`config.mk`:
```
export PLATFORM = sky130hd
export DESIGN_NAME = systolic_feeder
export DESIGN_NICKNAME = d
export VERILOG_FILES = /design/src/rtl/systolic_feeder.sv
export SDC_FILE = /design/constraint.sdc
export NUM_CORES = 1
export LEC_CHECK = 0
export BUFFER_PORTS_ARGS = -buffer_cell sky130_fd_sc_hd__buf_2
export CORE_UTILIZATION = 40
export CTS_BUF_LIST = sky130_fd_sc_hd__clkbuf_8 sky130_fd_sc_hd__clkbuf_16
export CTS_CLUSTER_DIAMETER = 150
export CTS_CLUSTER_SIZE = 10
export DETAILED_ROUTE_END_ITERATION = 7
export GPL_TIMING_DRIVEN = 0
export SYNTH_ARGS = -nofsm -noshare
export SYNTH_HDL_FRONTEND = slang
export SYNTH_SLANG_ARGS = --single-unit
```
`constraint.sdc`:
```
create_clock -name i_clk -period 6.4 [get_ports i_clk]
set_input_delay 0.32 -clock i_clk [delete_from_list [all_inputs] [get_ports i_clk]]
set_output_delay 0.32 -clock i_clk [all_outputs]
set_load 0.05 [all_outputs]
```
`src/rtl/systolic_feeder.sv`:
```
// Operand skew and control stage for an NxN FP8 systolic array.
// Feeds skewed A/B lanes, clear pulses per PE, and a done pulse when the tile has drained.
module systolic_feeder #(
  parameter int unsigned N  = 2,
  parameter int unsigned KW = 8
) (
  input  logic             i_clk,
  input  logic             i_rst,
  input  logic             i_start,
  input  logic [KW-1:0]    i_k_len,
  input  logic             i_in_valid,
  output logic             o_in_ready,
  input  logic [8*N-1:0]   i_in_a,
  input  logic [8*N-1:0]   i_in_b,
  output logic [8*N-1:0]   o_a_edge,
  output logic [8*N-1:0]   o_b_edge,
  output logic [N*N-1:0]   o_clear_pe,
  output logic             o_busy,
  output logic             o_done
);

  typedef enum logic [1:0] {StIdle, StFeed, StDrain} state_e;

  localparam int unsigned DW = $clog2(2 * N);
  localparam int unsigned MW = 2 * N - 1;
  localparam logic [DW-1:0] DrainLast = DW'(2 * N - 1);

  state_e          r_state;
  logic [KW-1:0]   r_k_len;
  logic [KW-1:0]   r_beats;
  logic [DW-1:0]   r_drain;
  logic            r_first;
  logic            r_in_ready;
  logic            r_busy;
  logic            r_done;
  logic [MW-1:0]   r_mark;

  logic            w_feed;
  logic            w_take;
  logic            w_last;
  logic            w_slot0;
  logic [8*N-1:0]  w_a_lane;
  logic [8*N-1:0]  w_b_lane;

  assign w_feed  = (r_state == StFeed);
  assign w_take  = w_feed && i_in_valid;
  // Compare against k_len-1 so a full-scale k_len never needs a wrapping counter.
  assign w_last  = w_take && (r_beats == (r_k_len - KW'(1)));
  assign w_slot0 = w_feed && r_first;
  assign w_a_lane = w_take ? i_in_a : '0;
  assign w_b_lane = w_take ? i_in_b : '0;

  always_ff @(posedge i_clk or posedge i_rst) begin
    if (i_rst) begin
      r_state    <= StIdle;
      r_k_len    <= '0;
      r_beats    <= '0;
      r_drain    <= '0;
      r_first    <= 1'b0;
      r_in_ready <= 1'b0;
      r_busy     <= 1'b0;
      r_done     <= 1'b0;
    end else begin
      r_done <= 1'b0;
      case (r_state)
        StIdle: begin
          if (i_start && (i_k_len != '0)) begin
            r_state    <= StFeed;
            r_k_len    <= i_k_len;
            r_beats    <= '0;
            r_first    <= 1'b1;
            r_in_ready <= 1'b1;
            r_busy     <= 1'b1;
          end
        end
        StFeed: begin
          r_first <= 1'b0;
          if (w_take) r_beats <= r_beats + KW'(1);
          if (w_last) begin
            r_state    <= StDrain;
            r_in_ready <= 1'b0;
            r_drain    <= '0;
          end
        end
        StDrain: begin
          if (r_drain == DrainLast) begin
            r_state <= StIdle;
            r_busy  <= 1'b0;
            r_done  <= 1'b1;
          end else begin
            r_drain <= r_drain + DW'(1);
          end
        end
        default: r_state <= StIdle;
      endcase
    end
  end

  // Slot-0 marker: r_mark[d] is high in the cycle after edge d of the tile.
  always_ff @(posedge i_clk or posedge i_rst) begin
    if (i_rst) begin
      r_mark <= '0;
    end else begin
      r_mark[0] <= w_slot0;
      for (int d = 1; d < MW; d++) r_mark[d] <= r_mark[d-1];
    end
  end

  for (genvar i = 0; i < N; i++) begin : g_clr_row
    for (genvar k = 0; k < N; k++) begin : g_clr_col
      assign o_clear_pe[i*N+k] = r_mark[i+k];
    end
  end

  for (genvar i = 0; i < N; i++) begin : g_lane
    logic [7:0] r_a_out;
    logic [7:0] r_b_out;
    if (i == 0) begin : g_direct
      always_ff @(posedge i_clk or posedge i_rst) begin
        if (i_rst) begin
          r_a_out <= '0;
          r_b_out <= '0;
        end else begin
          r_a_out <= w_a_lane[7:0];
          r_b_out <= w_b_lane[7:0];
        end
      end
    end else begin : g_skew
      logic [7:0] r_a_sr [i];
      logic [7:0] r_b_sr [i];
      always_ff @(posedge i_clk or posedge i_rst) begin
        if (i_rst) begin
          for (int j = 0; j < i; j++) begin
            r_a_sr[j] <= '0;
            r_b_sr[j] <= '0;
          end
          r_a_out <= '0;
          r_b_out <= '0;
        end else begin
          r_a_sr[0] <= w_a_lane[8*i +: 8];
          r_b_sr[0] <= w_b_lane[8*i +: 8];
          for (int j = 1; j < i; j++) begin
            r_a_sr[j] <= r_a_sr[j-1];
            r_b_sr[j] <= r_b_sr[j-1];
          end
          r_a_out <= r_a_sr[i-1];
          r_b_out <= r_b_sr[i-1];
        end
      end
    end
    assign o_a_edge[8*i +: 8] = r_a_out;
    assign o_b_edge[8*i +: 8] = r_b_out;
  end

  assign o_in_ready = r_in_ready;
  assign o_busy     = r_busy;
  assign o_done     = r_done;

endmodule
```
**Word-level counts from Yosys, hierarchy flattened**

Index checks and enable logic that the tools add are counted.

- Register bits after elaboration: 75
- Input port bits: 44
- Logic and storage cells: 63

- $add $sub $neg: 3
- Equality and inequality tests: 9
- Mux-type cells: 20
- Reductions and logical operators: 16

Operators with widths:

| cell | number |
|---|---|
| 2-to-1 mux 16 bit | 2 |
| 2-to-1 mux 8 bit | 2 |
| case mux 8 bit (2 select lines) | 1 |
| AND reduction 3 bit | 5 |
| 2-to-1 mux 2 bit | 5 |
| adder 8 x 1 -> 8 bit (second input constant) | 1 |
| == test 8 bit | 1 |
| nonzero test 8 bit | 1 |
| subtractor 8 x 1 -> 8 bit (second input constant) | 1 |
| inequality test 2 bit (second input constant) | 3 |
| case mux 1 bit (2 select lines) | 3 |
| case mux 2 bit (3 select lines) | 1 |
| nonzero test 2 bit | 3 |
| 2-to-1 mux 1 bit | 5 |
| == test 2 bit (second input constant) | 2 |
| logical AND 1 bit | 4 |
| inequality test 2 x 1 -> 1 bit (second input constant) | 2 |
| case mux 2 bit (2 select lines) | 1 |
| AND reduction 2 bit | 2 |
| adder 2 x 1 -> 2 bit (second input constant) | 1 |
| == test 2 x 1 -> 1 bit (second input constant) | 1 |
| zero test 2 bit | 1 |

**Logic depth before layout (Yosys ltp)**

- Depth after elaboration: 5
- Mapped depth: 7
- Depth with buffers taken out: 7

**Worst setup path before layout**

OpenSTA, ideal clock, no wires.

- Kind: register -> register
- Start: reg r_k_len[0]
- End: reg r_drain[0]
- Setup time: 0.137 ns
- Arrival time: 1.881 ns
- Required time: 6.263 ns
- Slack: 4.382 ns
- Cell stages (with the launch flop): 8
- Buffers on the path: 0
- Period minus slack after synthesis: 2.018 ns
- Cells stage by stage: dfrtp_1 -> inv_1 -> ha_1 -> nor3b_1 -> nand4b_1 -> a41o_1 -> a2111oi_4 -> o21ai_0

- Cells in the longest elaborated chain, start to end: 5

RTL lines:

| item | line | text |
|---|---|---|
| start: declaration | 29 | `logic [KW-1:0] r_k_len;` |
| start signal: assignment | 69 | `r_k_len <= i_k_len;` |
| subtractor 8 x 1 -> 8 bit | 48 | `assign w_last = w_take && (r_beats == (r_k_len - KW'(1)));` |
| == test 8 bit | 48 |  |
| logical AND 1 bit | 48 |  |
| inequality test 2 x 1 -> 1 bit (no source line) | - |  |
| AND reduction 3 bit (no source line) | - |  |
| end signal: assignment | 91 | `r_drain <= r_drain + DW'(1);` |
| end: declaration | 31 | `logic [DW-1:0] r_drain;` |

Every way passes these cells.
A chain may end at the register's enable or synchronous reset.

**Worst setup path after layout**

Same ends and word-level chain as after synthesis.

==> reports/metrics.yaml <==
final_layout:
  layout_commonest_cell: "buf_2"
  nFillCells: 636
  layout_common_cells: "83 x buf_2, 75 x dfrtp_1, 32 x and2_1, 10 x nor2_1, 10 x clkbuf_8"
  fin_nets: 350
  diodes: 0
  final_layout_size_suffix_gt1_share_pct: 35.83
  syn_to_final_growth_pct: 25.36
synth:
  yosys.area.top_type_share_pct: 67.45
  yosys_warnings: 0
  ys_ff_latch: 75
  synth_nets: 257
  syn_inst: 210
  synth_area_sq_um: 2783
  synth_top_area_cell: "dfrtp_1"
  synth_cell_type_count: 35
  ys_seq_area_share_pct: 67.45
  synth_area_leaders: "dfrtp_1 67%, and2_1 7.2%, mux2_2 2.8%, xor2_1 2.5%, ha_1 1.3%"
  synth.avg_cell_area_sq_um: 13.25
sta:
  layout_setup_ws_ns: 4.105
  setup-violations-final: 0
  fin_worst_skew_ns: 0.009715
  rsz0062_at_grt: "false"
  slew_headroom_pct: 41.52
  fmax_mhz: 435.8
  fin_crit_sh_pct: 35.86
  tns_ns: 0
  worst_pin_slew_ns: 0.8771
  hold_violations: 0
  slew_violations: 0
  min_period_ns: 2.295
floorplanning:
  dieArea_sq_um: 7294
  num_rows: 30
  die_h_microns: 85.41
  start_util_pct: 41.19
  io_pins: 83
  core_area_sq_um: 6756
  die_x_microns: 85.41
clocking:
  cts.path.max_buffers: 2
  cts-htree-levels: 3
  post_cts_resized: 0
  post-cts-setup-buffer-count: 0
  clkLatencyLatePin_ns: 0.34
  clk_pin_slew_ns: 0.07
  cts-buffers-inserted: 9
  ctsHoldBuffers: 0
  cts_num_sinks: 75
  cts_tree: "built"
  cts_root_buf: "clkbuf_8"
detailed_routing:
  wl_mm: 4.877
  wl_per_cell_microns: 12.60
  vias: 1784
  drtIter0Drc: 91
  firstDrtPassIters: 5
  route.detailed.drc: 0
  detail-route-antenna-nets: 0
  routed_via_density: 4.610
critical_path:
  crit_path_start_kind: "flip-flop"
  cp-end-kind: "flip-flop"
  cp_max_fo: 5
  critical_path_class: "reg2reg"
  critPathSlowestCell: "a2111oi_4"
  crit_chain: "inv_1, ha_1, nor3b_1, nand4b_1, a41o_1, a2111oi_4, o21ai_0"
  arrival_ns: 2.51
  critPathRequiredTime_ns: 6.61
  crit_path_max_incr_delay_ns: 0.46
power_and_ir_drop:
  seq_power_share_pct: 44.4
  peakVddDrop_mv: 0.2319
  p_int_uw: 932.5
  p_leak_nw: 1.794
  combPwrFrac_pct: 31.4
  clkPwrFrac_pct: 24.1
  netSwitchingFraction_pct: 35.69
  cellPowerDensity_nw_per_um2: 415.7
  netSwitchingPower_uw: 517.6
job:
  cap_violations: 0
placed_design:
  detailedPlace.worstSlack_ns: 4.110
  port_buffers: 82
  place_congestion: 0.7332
  dp_hpwl_mm: 3.390
global_route:
  antenna_found_initial: 0
  grt.total_usage_pct: 14.79
  grt_pass1_wl_mm: 7.983
  gr-total-overflow: 0
  grt_pass1_vias: 1629
  grt_max_degree: 76
outcome:
  status: "completed"
min_path:
  hold_class: "in2async"
-- cell families (layout without fill, tap and decap cells) --
kind of cell	Yosys count	count (layout)	synth area share [%]
and+or+nand+nor	78	78	16.59
DFF	75	75	67.45
AOI/OAI and AO/OA	19	19	4.991
buffers and inverters	15	112	2.203
xor gates and xnor gates	13	13	4.586
muxes	7	7	2.833
adders and majority gates	3	3	1.349
-- metrics by stage --
stage | power [mW] | utilization [%] | cell area, sq um | cells | hold slack (ns)
2_1_floorplan | 1.005 | - | 2783 | 210 | 0.3312
3_3_place_gp | 1.104 | 48.74 | 3293 | 372 | 0.3314
3_5_place_dp | 1.116 | 48.78 | 3296 | 372 | 0.3347
4_1_cts | 1.470 | 51.63 | 3488 | 387 | 0.1597
5_1_grt | 1.544 | 51.63 | 3488 | 387 | 0.1565
6_report | 1.450 | 51.63 | 3488 | 387 | 0.1791
-- power by group through the flow --
stage / registers (mW) / clock network, mW / logic (mW)
2_1_floorplan: 0.758 / 0 / 0.248
3_3_place_gp: 0.652 / 0 / 0.452
3_5_place_dp: 0.654 / 0 / 0.462
4_1_cts: 0.645 / 0.363 / 0.462
5_1_grt: 0.658 / 0.384 / 0.501
6_report: 0.644 / 0.350 / 0.456
-- layer usage --
layer	routed length (microns)	global-route usage, %
met2	2371	23.13
met3	187	5.447
met4	74	5.909
met1	2243	18.71
met5	0	0
-- path summary, 6_finish.rpt --
check                                            from                          to  slack (ns)  cells after the start
min                                             i_rst        g_lane[0].r_a_out[7]        0.18                      2
max in group asynchronous                       i_rst                  r_k_len[7]        5.66                      2
min in group i_clk                         i_in_b[11]  g_lane[1].g_skew.r_b_sr[3]        0.18                      2
max reg2reg                                r_k_len[0]                  r_drain[0]        4.11                      7
min reg2reg                g_lane[1].g_skew.r_b_sr[4]        g_lane[1].r_b_out[4]        0.35                      0
max                                        r_k_len[0]                  r_drain[0]        4.11                      7
-- synth_stat cells --
| cell type | instances |
|---|---|
| o22ai_1 | 1 |
| nand3_1 | 3 |
| xor2_1 | 8 |
| and3_1 | 1 |
| and2_1 | 32 |
| or3_1 | 3 |
| inv_1 | 7 |
| o21ai_0 | 5 |
| nor4_1 | 2 |
| or3b_4 | 1 |
| nor3b_1 | 3 |
| nand2b_1 | 3 |
| nand4_1 | 4 |
| a211oi_1 | 1 |
| nor2_1 | 10 |
| a21o_1 | 1 |
| xnor2_1 | 4 |
| a41o_1 | 1 |
| mux2_2 | 7 |
| ha_1 | 3 |
| nor3_2 | 1 |
| nand3b_1 | 2 |
| nand2_1 | 9 |
| o31ai_1 | 1 |
| a21oi_1 | 5 |
| dfrtp_1 | 75 |
| nand4b_1 | 1 |
| and3b_1 | 2 |
| clkbuf_1 | 6 |
| o21bai_1 | 3 |
| or3b_2 | 1 |
| xnor3_1 | 1 |
| buf_2 | 1 |
| a2111oi_4 | 1 |
| buf_4 | 1 |
-- flip-flops by register name, summed over array words and instances (netlist names) --
signal / count
g_lane.g_skew.r_a_sr: 8
g_lane.g_skew.r_b_sr: 8
g_lane.r_a_out: 16
g_lane.r_b_out: 16
o_busy: 1
o_done: 1
o_in_ready: 1
r_beats: 8
r_drain: 2
r_first: 1
r_k_len: 8
r_mark: 3
r_state: 2
-- final cells by class --
cell class	count	area (sq um)	area share (%)
sequential	75	1877	53.80
clock inverter	5	55.05	1.578
tap	80	100.1	2.869
inverter	7	28.78	0.8250
buffer	8	35.03	1.004
clock buffer	10	137.6	3.945
timing repair buffer	82	410.4	11.76
multi-input combinational	120	844.6	24.21
-- worst max-delay path: cells and delay by family, from the launching register on --
kind                       cells  cell delay, ns
DFF                            1            0.41
buffers and inverters          1            0.09
AOI/OAI and AO/OA              3            0.91
and+or+nand+nor                2            0.60
adders and majority gates      1            0.18
(Power assumes the default switching activity.)
